## config.mk

```make
export PLATFORM = sky130hd
export DESIGN_NAME = posit_pack
export DESIGN_NICKNAME = d
export VERILOG_FILES = /design/src/rtl/posit_pkg.sv /design/src/rtl/posit_round.sv /design/src/rtl/posit_pack.sv
export SDC_FILE = /design/constraint.sdc
export NUM_CORES = 1
export LEC_CHECK = 0
export ABC_AREA = 1
export BUFFER_PORTS_ARGS = -buffer_cell sky130_fd_sc_hd__buf_2
export CELL_PAD_IN_SITES_DETAIL_PLACEMENT = 1
export CELL_PAD_IN_SITES_GLOBAL_PLACEMENT = 1
export CORE_ASPECT_RATIO = 1.1
export CORE_MARGIN = 10
export CORE_UTILIZATION = 38
export DETAILED_ROUTE_END_ITERATION = 7
export PLACE_DENSITY_LB_ADDON = 0.08
export SLEW_MARGIN = 20
export SYNTH_ARGS = -nofsm -noshare
export SYNTH_HDL_FRONTEND = slang
export SYNTH_HIERARCHICAL = 1
export SYNTH_SLANG_ARGS = --single-unit
```

## constraint.sdc

```tcl
create_clock -name clk -period 3.2 [get_ports clk]
set_clock_uncertainty 0.05 [all_clocks]
set_input_delay 0.96 -clock clk [delete_from_list [all_inputs] [get_ports clk]]
set_output_delay 0.96 -clock clk [all_outputs]
set_load 0.05 [all_outputs]
```

## src/rtl/posit_pkg.sv

```systemverilog
// rtl/posit_pkg.sv - shared widths, posit constants and stage-register flags
package posit_pkg;

  localparam int MAX_N = 64;

  function automatic int posit_bs(input int n);
    return $clog2(n);
  endfunction

  function automatic int posit_sw(input int n, input int e);
    return e + posit_bs(n) + 2;
  endfunction

  function automatic logic [MAX_N-1:0] posit_maxpos(input int n);
    return (MAX_N'(1) << (n - 1)) - MAX_N'(1);
  endfunction

  function automatic logic [MAX_N-1:0] posit_minpos(input int n);
    return MAX_N'(n > 0);
  endfunction

  function automatic logic [MAX_N-1:0] posit_nar(input int n);
    return MAX_N'(1) << (n - 1);
  endfunction

  typedef struct packed {
    logic sign;
    logic zero;
    logic nar;
    logic guard;
    logic rnd;
    logic sticky;
  } stage_flags_t;

endpackage

```

## src/rtl/posit_round.sv

```systemverilog
// rtl/posit_round.sv - RNE rounding, saturation to maxpos/minpos, sign and special values
module posit_round
  import posit_pkg::*;
#(
  parameter int N = 32
) (
  input  logic [N-2:0]  i_mag,
  input  stage_flags_t  i_flags,
  output logic [N-1:0]  o_word
);

  localparam logic [N-1:0] L_MAXPOS = N'(posit_maxpos(N));
  localparam logic [N-1:0] L_MINPOS = N'(posit_minpos(N));
  localparam logic [N-1:0] L_NAR    = N'(posit_nar(N));

  logic         w_up;
  logic [N-1:0] w_sum;
  logic [N-2:0] w_rmag;
  logic [N-1:0] w_uword;

  assign w_up  = i_flags.guard & (i_mag[0] | i_flags.rnd | i_flags.sticky);
  assign w_sum = {1'b0, i_mag} + {{(N-1){1'b0}}, w_up};

  // Rounding may neither overflow into NaR nor collapse a nonzero value to zero.
  always_comb begin
    w_rmag = w_sum[N-2:0];
    if (w_sum[N-1]) begin
      w_rmag = L_MAXPOS[N-2:0];
    end else if (w_sum[N-2:0] == '0) begin
      w_rmag = L_MINPOS[N-2:0];
    end
  end

  assign w_uword = {1'b0, w_rmag};

  always_comb begin
    if (i_flags.nar) begin
      o_word = L_NAR;
    end else if (i_flags.zero) begin
      o_word = '0;
    end else if (i_flags.sign) begin
      o_word = -w_uword;
    end else begin
      o_word = w_uword;
    end
  end

endmodule

```

## src/rtl/posit_pack.sv

```systemverilog
// rtl/posit_pack.sv - two-stage posit encoder from sign/scale/fraction with valid/ready flow control
module posit_pack
  import posit_pkg::*;
#(
  parameter int N  = 32,
  parameter int es = 2,
  parameter int FW = N
) (
  input  logic                      clk,
  input  logic                      rst_n,
  input  logic                      in_valid,
  output logic                      in_ready,
  input  logic                      in_sign,
  input  logic [posit_sw(N,es)-1:0] in_scale,
  input  logic [FW-1:0]             in_frac,
  input  logic                      in_sticky,
  input  logic                      in_zero,
  input  logic                      in_nar,
  output logic                      out_valid,
  input  logic                      out_ready,
  output logic [N-1:0]              out_posit
);

  localparam int SW  = posit_sw(N, es);
  localparam int KW  = SW - es;
  localparam int SHW = es + FW + N;
  localparam logic signed [SW-1:0] L_SC_MAX = SW'((N - 2) * (2 ** es));
  localparam logic signed [SW-1:0] L_SC_MIN = SW'(-((N - 2) * (2 ** es)));
  localparam logic [N-1:0] L_MAXPOS = N'(posit_maxpos(N));
  localparam logic [N-1:0] L_MINPOS = N'(posit_minpos(N));

  logic                  w_k_neg;
  logic [KW-1:0]         w_k;
  logic [KW-1:0]         w_amt;
  logic [SHW-1:0]        w_x;
  logic signed [SHW-1:0] w_sh;
  logic                  w_sat_hi;
  logic                  w_sat_lo;
  logic [N-2:0]          w_mag;
  stage_flags_t          w_flags;
  logic [N-1:0]          w_round;
  logic                  w_s2_load;

  logic                  r_s1_valid;
  logic [N-2:0]          r_s1_mag;
  stage_flags_t          r_s1_flags;
  logic                  r_s2_valid;
  logic [N-1:0]          r_s2_word;

  // The top scale bits are floor(scale / 2^es). Seeding "10" (k>=0) or "01" (k<0)
  // above the exponent/fraction and arithmetic-shifting by k or ~k builds the regime.
  assign w_k     = in_scale[SW-1:es];
  assign w_k_neg = w_k[KW-1];
  assign w_amt   = w_k_neg ? ~w_k : w_k;
  assign w_x     = {~w_k_neg, w_k_neg, in_scale[es-1:0], in_frac, {(N-2){1'b0}}};
  assign w_sh    = $signed(w_x) >>> w_amt;

  assign w_sat_hi = $signed(in_scale) > L_SC_MAX;
  assign w_sat_lo = $signed(in_scale) < L_SC_MIN;

  always_comb begin
    w_mag          = w_sh[SHW-1 -: N-1];
    w_flags.sign   = in_sign;
    w_flags.zero   = in_zero;
    w_flags.nar    = in_nar;
    w_flags.guard  = w_sh[SHW-N];
    w_flags.rnd    = w_sh[SHW-N-1];
    w_flags.sticky = (|w_sh[SHW-N-2:0]) | in_sticky;
    if (w_sat_hi || w_sat_lo) begin
      w_mag          = w_sat_hi ? L_MAXPOS[N-2:0] : L_MINPOS[N-2:0];
      w_flags.guard  = 1'b0;
      w_flags.rnd    = 1'b0;
      w_flags.sticky = 1'b0;
    end
  end

  posit_round #(.N(N)) u_round (
    .i_mag   (r_s1_mag),
    .i_flags (r_s1_flags),
    .o_word  (w_round)
  );

  assign w_s2_load = ~r_s2_valid | out_ready;
  assign in_ready  = ~r_s1_valid | w_s2_load;

  always_ff @(posedge clk or negedge rst_n) begin
    if (!rst_n) begin
      r_s1_valid <= 1'b0;
      r_s1_mag   <= '0;
      r_s1_flags <= '0;
      r_s2_valid <= 1'b0;
      r_s2_word  <= '0;
    end else begin
      if (in_ready) begin
        r_s1_valid <= in_valid;
      end
      if (in_ready && in_valid) begin
        r_s1_mag   <= w_mag;
        r_s1_flags <= w_flags;
      end
      if (w_s2_load) begin
        r_s2_valid <= r_s1_valid;
        if (r_s1_valid) begin
          r_s2_word <= w_round;
        end
      end
    end
  end

  assign out_valid = r_s2_valid;
  assign out_posit = r_s2_word;

endmodule

```

After elaboration in Yosys (flattened, before gate mapping)
Index checks and enable logic that the tools add are counted.
{"block": "totals", "ff_bits": 71, "in_bits": 49, "output_inout_bits": 34, "wordCells": 39}
{"block": "op_classes", "addsub": 2, "magnitude_cmp": 2, "n_shift": 1, "mux": 9, "n_bitwise": 10, "reduce_logical": 5}
{"op": "2-to-1 mux 31 bit", "count": 4}
{"op": "2-to-1 mux 32 bit", "count": 3}
{"op": ">>> shifter 66 x 7 -> 66 bit", "count": 1}
{"op": "OR reduction 33 bit", "count": 1}
{"op": "adder 31 x 1 -> 32 bit", "count": 1}
{"op": "negation 31 -> 32 bit", "count": 1}
{"op": "logical NOT 31 bit", "count": 1}
{"op": "> comparator 9 x 8 -> 1 bit, second input constant", "count": 1}
{"op": "< comparator 9 x 8 -> 1 bit, second input constant", "count": 1}
{"op": "2-to-1 mux 7 bit", "count": 1}
{"op": "inverter 7 bit", "count": 1}
{"op": "OR 1 bit", "count": 5}
{"op": "2-to-1 mux 3 bit", "count": 1}
{"op": "inverter 1 bit", "count": 3}
{"op": "AND reduction 2 bit", "count": 1}
{"op": "bitwise AND 1 bit", "count": 1}
{"op": "logical AND 1 bit", "count": 1}
{"op": "logical OR 1 bit", "count": 1}

Depth between registers and ports, before layout
{"block": "depth", "depth_word": 11, "depth_mapped": 29, "mapped_depth_nobuf": 29}

By module
The synthesis kept the hierarchy.
{"mod": "posit_pack", "n_inst": 1, "cells_each": 904, "area_each_um2": 5781.8, "seq_area_each_um2": 1776.7}
{"mod": "posit_round", "n_inst": 1, "cells_each": 494, "area_each_um2": 2332.2, "seq_area_each_um2": 0.0}

Worst setup path before layout
Ideal clock, no wire load.
{"block": "synth_path", "kind": "reg2reg", "from": "reg r_s1_mag[0]", "to": "reg r_s2_word[28] (netlist: out_posit[28])", "setup_time_ns": 0.125, "arrival_time_ns": 3.268, "t_required_ns": 3.025, "setup_slack_ns": -0.243, "stages_incl_launch_ff": 26, "n_path_buf": 0, "synth_period_minus_slack_ns": 3.443, "path_cell_list": "dfrtp_1 -> o31a_1 -> ha_1 -> ha_1 -> or2_2 -> nor2_1 -> nand2_1 -> nor2_1 -> nand2_1 -> nor2_1 -> nand2_1 -> nor2_1 -> nand3_2 -> nand3_1 -> inv_1 -> ha_1 -> nand3_2 -> nor2_2 -> nand2_1 -> nand2_2 -> o21a_1 -> nand2_1 -> nor2_1 -> o21ai_1 -> a21oi_1 -> mux2_2"}
{"block": "synth_via", "elab_chain_len": 11}
{"element": "start: declaration", "line_no": "posit_pack.sv:45", "text": "logic [N-2:0] r_s1_mag;"}
{"element": "start signal: assignment", "line_no": "posit_pack.sv:98", "text": "r_s1_mag <= w_mag;"}
{"element": "OR 1 bit (2 in a row)", "line_no": "posit_round.sv:21", "text": "assign w_up = i_flags.guard & (i_mag[0] | i_flags.rnd | i_flags.sticky);"}
{"element": "bitwise AND 1 bit", "line_no": "posit_round.sv:21"}
{"element": "adder 31 x 1 -> 32 bit *", "line_no": "posit_round.sv:22", "text": "assign w_sum = {1'b0, i_mag} + {{(N-1){1'b0}}, w_up};"}
{"element": "logical NOT 31 bit", "line_no": "posit_round.sv:29", "text": "end else if (w_sum[N-2:0] == '0) begin"}
{"element": "2-to-1 mux 31 bit", "line_no": "posit_round.sv:29"}
{"element": "2-to-1 mux 31 bit *", "line_no": "posit_round.sv:27", "text": "if (w_sum[N-1]) begin"}
{"element": "negation 31 -> 32 bit", "line_no": "posit_round.sv:42", "text": "o_word = -w_uword;"}
{"element": "2-to-1 mux 32 bit *", "line_no": "posit_round.sv:41", "text": "end else if (i_flags.sign) begin"}
{"element": "2-to-1 mux 32 bit *", "line_no": "posit_round.sv:39", "text": "end else if (i_flags.zero) begin"}
{"element": "2-to-1 mux 32 bit *", "line_no": "posit_round.sv:37", "text": "if (i_flags.nar) begin"}
{"element": "via w_round[28]", "line_no": "posit_pack.sv:41", "text": "logic [N-1:0] w_round;"}
{"element": "end signal: assignment", "line_no": "posit_pack.sv:104", "text": "r_s2_word <= w_round;"}
{"element": "end: declaration", "line_no": "posit_pack.sv:48", "text": "logic [N-1:0] r_s2_word;"}
Mark *: on every way through the listed nets, which the timed path passes. The rest lies on a longest branch.
A chain may end at the register's enable or synchronous reset.

Worst setup path in the final report
{"block": "layout_path", "from": "reg r_s1_flags[1] (netlist bit)", "to": "reg r_s2_word[30] (netlist: out_posit[30])"}
{"block": "layout_via", "elab_chain_len": 11}
{"element": "start: declaration", "line_no": "posit_pack.sv:46", "text": "stage_flags_t r_s1_flags;"}
{"element": "start signal: assignment", "line_no": "posit_pack.sv:99", "text": "r_s1_flags <= w_flags;"}
{"element": "OR 1 bit * (2 in a row)", "line_no": "posit_round.sv:21"}
{"element": "bitwise AND 1 bit *", "line_no": "posit_round.sv:21"}
{"element": "adder 31 x 1 -> 32 bit *", "line_no": "posit_round.sv:22"}
{"element": "logical NOT 31 bit", "line_no": "posit_round.sv:29"}
{"element": "2-to-1 mux 31 bit", "line_no": "posit_round.sv:29"}
{"element": "2-to-1 mux 31 bit *", "line_no": "posit_round.sv:27"}
{"element": "negation 31 -> 32 bit", "line_no": "posit_round.sv:42"}
{"element": "2-to-1 mux 32 bit *", "line_no": "posit_round.sv:41"}
{"element": "2-to-1 mux 32 bit *", "line_no": "posit_round.sv:39"}
{"element": "2-to-1 mux 32 bit *", "line_no": "posit_round.sv:37"}
{"element": "via w_round[30]", "line_no": "posit_pack.sv:41"}
Marked as above.

==> qor.yml <==
run_status:
  status: "finished with violations"
  violations: "negative setup slack"
drt:
  drt_iter0_markers: 423
  vias: 10100
  routedWlPerCell_um: 16.7
  drt_first_pass_iters: 5
  wl_um: 31800
  vias_per_cell: 5.29
  drc: 0
  final_antenna_net_count: 0
clock_network:
  insertion_delay_ns: 0.35
  cts.clk_slew.worst_paths_ns: 0.06
  clk_path_buf_depth: 2
  cts.sinks: 71
  cts_hold_buf: 0
  cts_buffers: 9
  cts_tree: "built"
  root_buffer: "clkbuf_16"
  cts_htree_levels: 3
hold_path:
  hold_start: "out_posit[25]"
  hp-class: "reg -> reg"
setup_path:
  critPathKind: "reg -> reg"
  cp-start-kind: "register"
  arrival_ns: 3.84
  crit_path_start: "r_s1_flags[1]"
  cp-end-kind: "register"
  worst-path-max-fanout: 4
  regToRegStartpoint: "r_s1_flags[1]"
  required_ns: 3.37
logic_synthesis:
  yosys_warnings: 6
  synthTopCellsByArea: "dfrtp_1 (22%), nand2_1 (21%), nand3_1 (15%), nor2_1 (6.9%), inv_1 (4.6%)"
  synth_flop_cell: "dfrtp_1"
  syn_area_per_cell_um2: 5.80
  synth_nets: 1452
  syn_area_mm2: 0.00811
  synth.largest_area_cell: "dfrtp_1"
  seq_area_frac_synth_pct: 21.9
  synth_edf_count: 0
  netlist_instances: 1398
  synth_cell_types: 48
  synth-seq-cells: 71
  synth_async_sr_flop_share_pct: 100
  yosysTopAreaCellShare_pct: 21.9
die:
  die-area_mm2: 0.0276
  io_pins: 83
  die_w_um: 159
  start_util_pct: 38.3
  core_mm2: 0.0212
  die_height_um: 173
  row_count: 56
place:
  dpl.hpwl_um: 25300
  port_buffers: 82
  gp_congestion: 0.877
pwr:
  power_w: 0.00586
  vdd_drop_max_mv: 0.245
  switching_share_pct: 45.5
  leakage_nw: 5.65
  seq_power_share_pct: 22.1
  switchingPower_w: 0.00267
  combinationalPowerShare_pct: 56.1
  powerDensity_mw_per_mm2: 542
  clock_power_share_pct: 21.8
  intPower_w: 0.00320
grt:
  grt_max_degree: 42
  antenna_found_initial: 0
  grt_overflow: 0
  grt_pass1_wl_um: 51700
  grt_pass1_vias: 10500
  grtUsageTotal_pct: 22.0
timing:
  relSlewSlack_pct: 39.7
  slew_violations: 0
  min_period_over_period_pct: 114
  layout_setup_ws_ns: -0.461
  rsz0062_at_grt: "yes"
  fmax_mhz: 273
  setup_viol: 27
  final_hold_viol_count: 0
  post-route-min-period_ns: 3.66
  tightest_slew_ns: 0.904
  whs_ns: 0.449
finish:
  num_antenna_cells: 0
  area_growth_pct: 33.4
  drive_gt1_share_pct: 26.3
  num-nets-final: 1667
run:
  timing.max_cap.violations: 0
-- per-stage QoR --
stage                     instance area (um^2)  setup WS (ns)  utilization [%]  std cells  setup TNS [ns]
after detailed placement                  9970         -0.452             47.1       1869           -4.73
after global routing                     10800         -0.642             51.2       1907          -12.79
final                                    10800         -0.461             51.2       1907           -7.00
after global placement                    9970         -0.291             47.1       1869           -2.64
after floorplan                           8170        -0.0299                -       1398          -0.107
after CTS                                10500         -0.377             49.8       1896           -4.81
-- logic make-up after synthesis --
group,synth area share [%]
mux,4.44
fa+ha+maj,0.771
flops,21.9
xor+xnor,0.432
compound gates,12.1
simple gates,51.1
buf+inv,9.34
-- flip-flops by register name, summed over array words and instances (netlist names) --
name / flops
out_valid: 1
r_s1_flags: 6
out_posit: 32
r_s1_mag: 31
r_s1_valid: 1
-- routing by layer --
metal | GRT usage (%) | up-vias | wire, um
li1 | - | 5027 | -
met1 | 23.6 | 4845 | 12700
met2 | 42.9 | 160 | 17300
met3 | 2.04 | 62 | 631
met4 | 8.96 | 0 | 1170
met5 | 0 | - | 0
-- Yosys cell counts, types with 2 or more instances --
library cell / n
nand2_2: 7
a21oi_2: 3
nor4_1: 2
and2_1: 4
nand2_4: 5
ha_1: 5
dfrtp_1: 71
a21oi_1: 57
buf_1: 7
o21ai_1: 23
nand3_2: 3
nor3_1: 8
inv_1: 100
xor2_1: 2
clkbuf_1: 24
a22o_1: 2
o22a_1: 17
nor3_2: 2
o21bai_1: 2
o21a_1: 7
nand3b_1: 14
xnor2_1: 2
buf_6: 2
o21ai_2: 4
a31oi_1: 2
nand3_1: 248
o21ai_0: 43
nand2_1: 464
buf_4: 6
mux2_2: 32
nor2_2: 13
nor2_1: 150
o31ai_1: 2
inv_2: 8
clkinv_1: 4
buf_2: 22
nor2_4: 5
nand4_1: 16
-- worst paths after layout --
| kind | endpoint | slack (ns) | depth (start not counted) |
|---|---|---|---|
| setup reg to reg | out_posit[30] | -0.46 | 26 |
| hold / removal | out_posit[25] | 0.45 | 1 |
| min in group asynchronous | r_s1_mag[23] | 0.50 | 1 |
| hold reg to reg | out_posit[25] | 0.45 | 1 |
| setup / recovery | out_posit[30] | -0.46 | 26 |
| max in group asynchronous | r_s1_mag[1] | 1.84 | 2 |
-- final cells by class --
type                       instances  area (um^2)
timing repair buffer             267         1950
tap                              290          363
sequential                        71         1780
fill                            2968        10300
clock inverter                     5          129
inverter                         113          434
clock buffer                      10          239
multi-input combinational       1151         5940
-- critical path, cell delays in order, from the launching register on --
cell	delay [ns]
dfrtp_1	0.38
o31a_1	0.33
ha_4	0.19
ha_4	0.21
or2_4	0.24
nor2_4	0.09
nand2_1	0.06
nor2_1	0.09
nand2_1	0.09
nor2_2	0.11
nand2_1	0.07
nor2_2	0.13
nand3_2	0.11
nand3_2	0.11
inv_2	0.06
ha_4	0.17
nand3_4	0.07
nor2_4	0.05
nand2_2	0.08
nand2_4	0.07
nand2_4	0.09
inv_4	0.05
nand2_4	0.09
a21oi_4	0.04
o21ai_2	0.17
a21oi_1	0.07
mux2_4	0.28
-- layout by cell type (no fill, tap or decap), drive strengths merged --
cell    instances
o21a            7
a22o            2
o22a           17
a21oi          60
o211ai          1
xor2            2
xnor2           2
and2            4
o31a            1
ha              5
o21bai          2
clkbuf         10
inv           110
mux2           32
nand4          16
clkinv          4
a21boi          1
nand3         251
nand3b         14
nor3           10
dfrtp          71
buf           267
bufinv          4
a41oi           1
o31ai           2
nor2          169
a31oi           2
nor4            2
or2             1
nand2         476
a21o            1
o21ai          70
-- power groups by stage --
stage	combinational, W	sequential (W)	clock, W
after floorplan	0.00148	0.00177	0
after global placement	0.00300	0.00129	0
after detailed placement	0.00306	0.00131	0
after CTS	0.00316	0.00129	0.00129
after global routing	0.00359	0.00133	0.00133
final	0.00329	0.00130	0.00128
-- timing repair --
action                                  CTS  global route
pin swaps                                13            24
buffers inserted                         12            15
endpoints found under the hold margin     0             0
resized for setup                        29            58
endpoints found under the setup margin   28            31
Note: power is estimated with default switching activity, not from simulation.
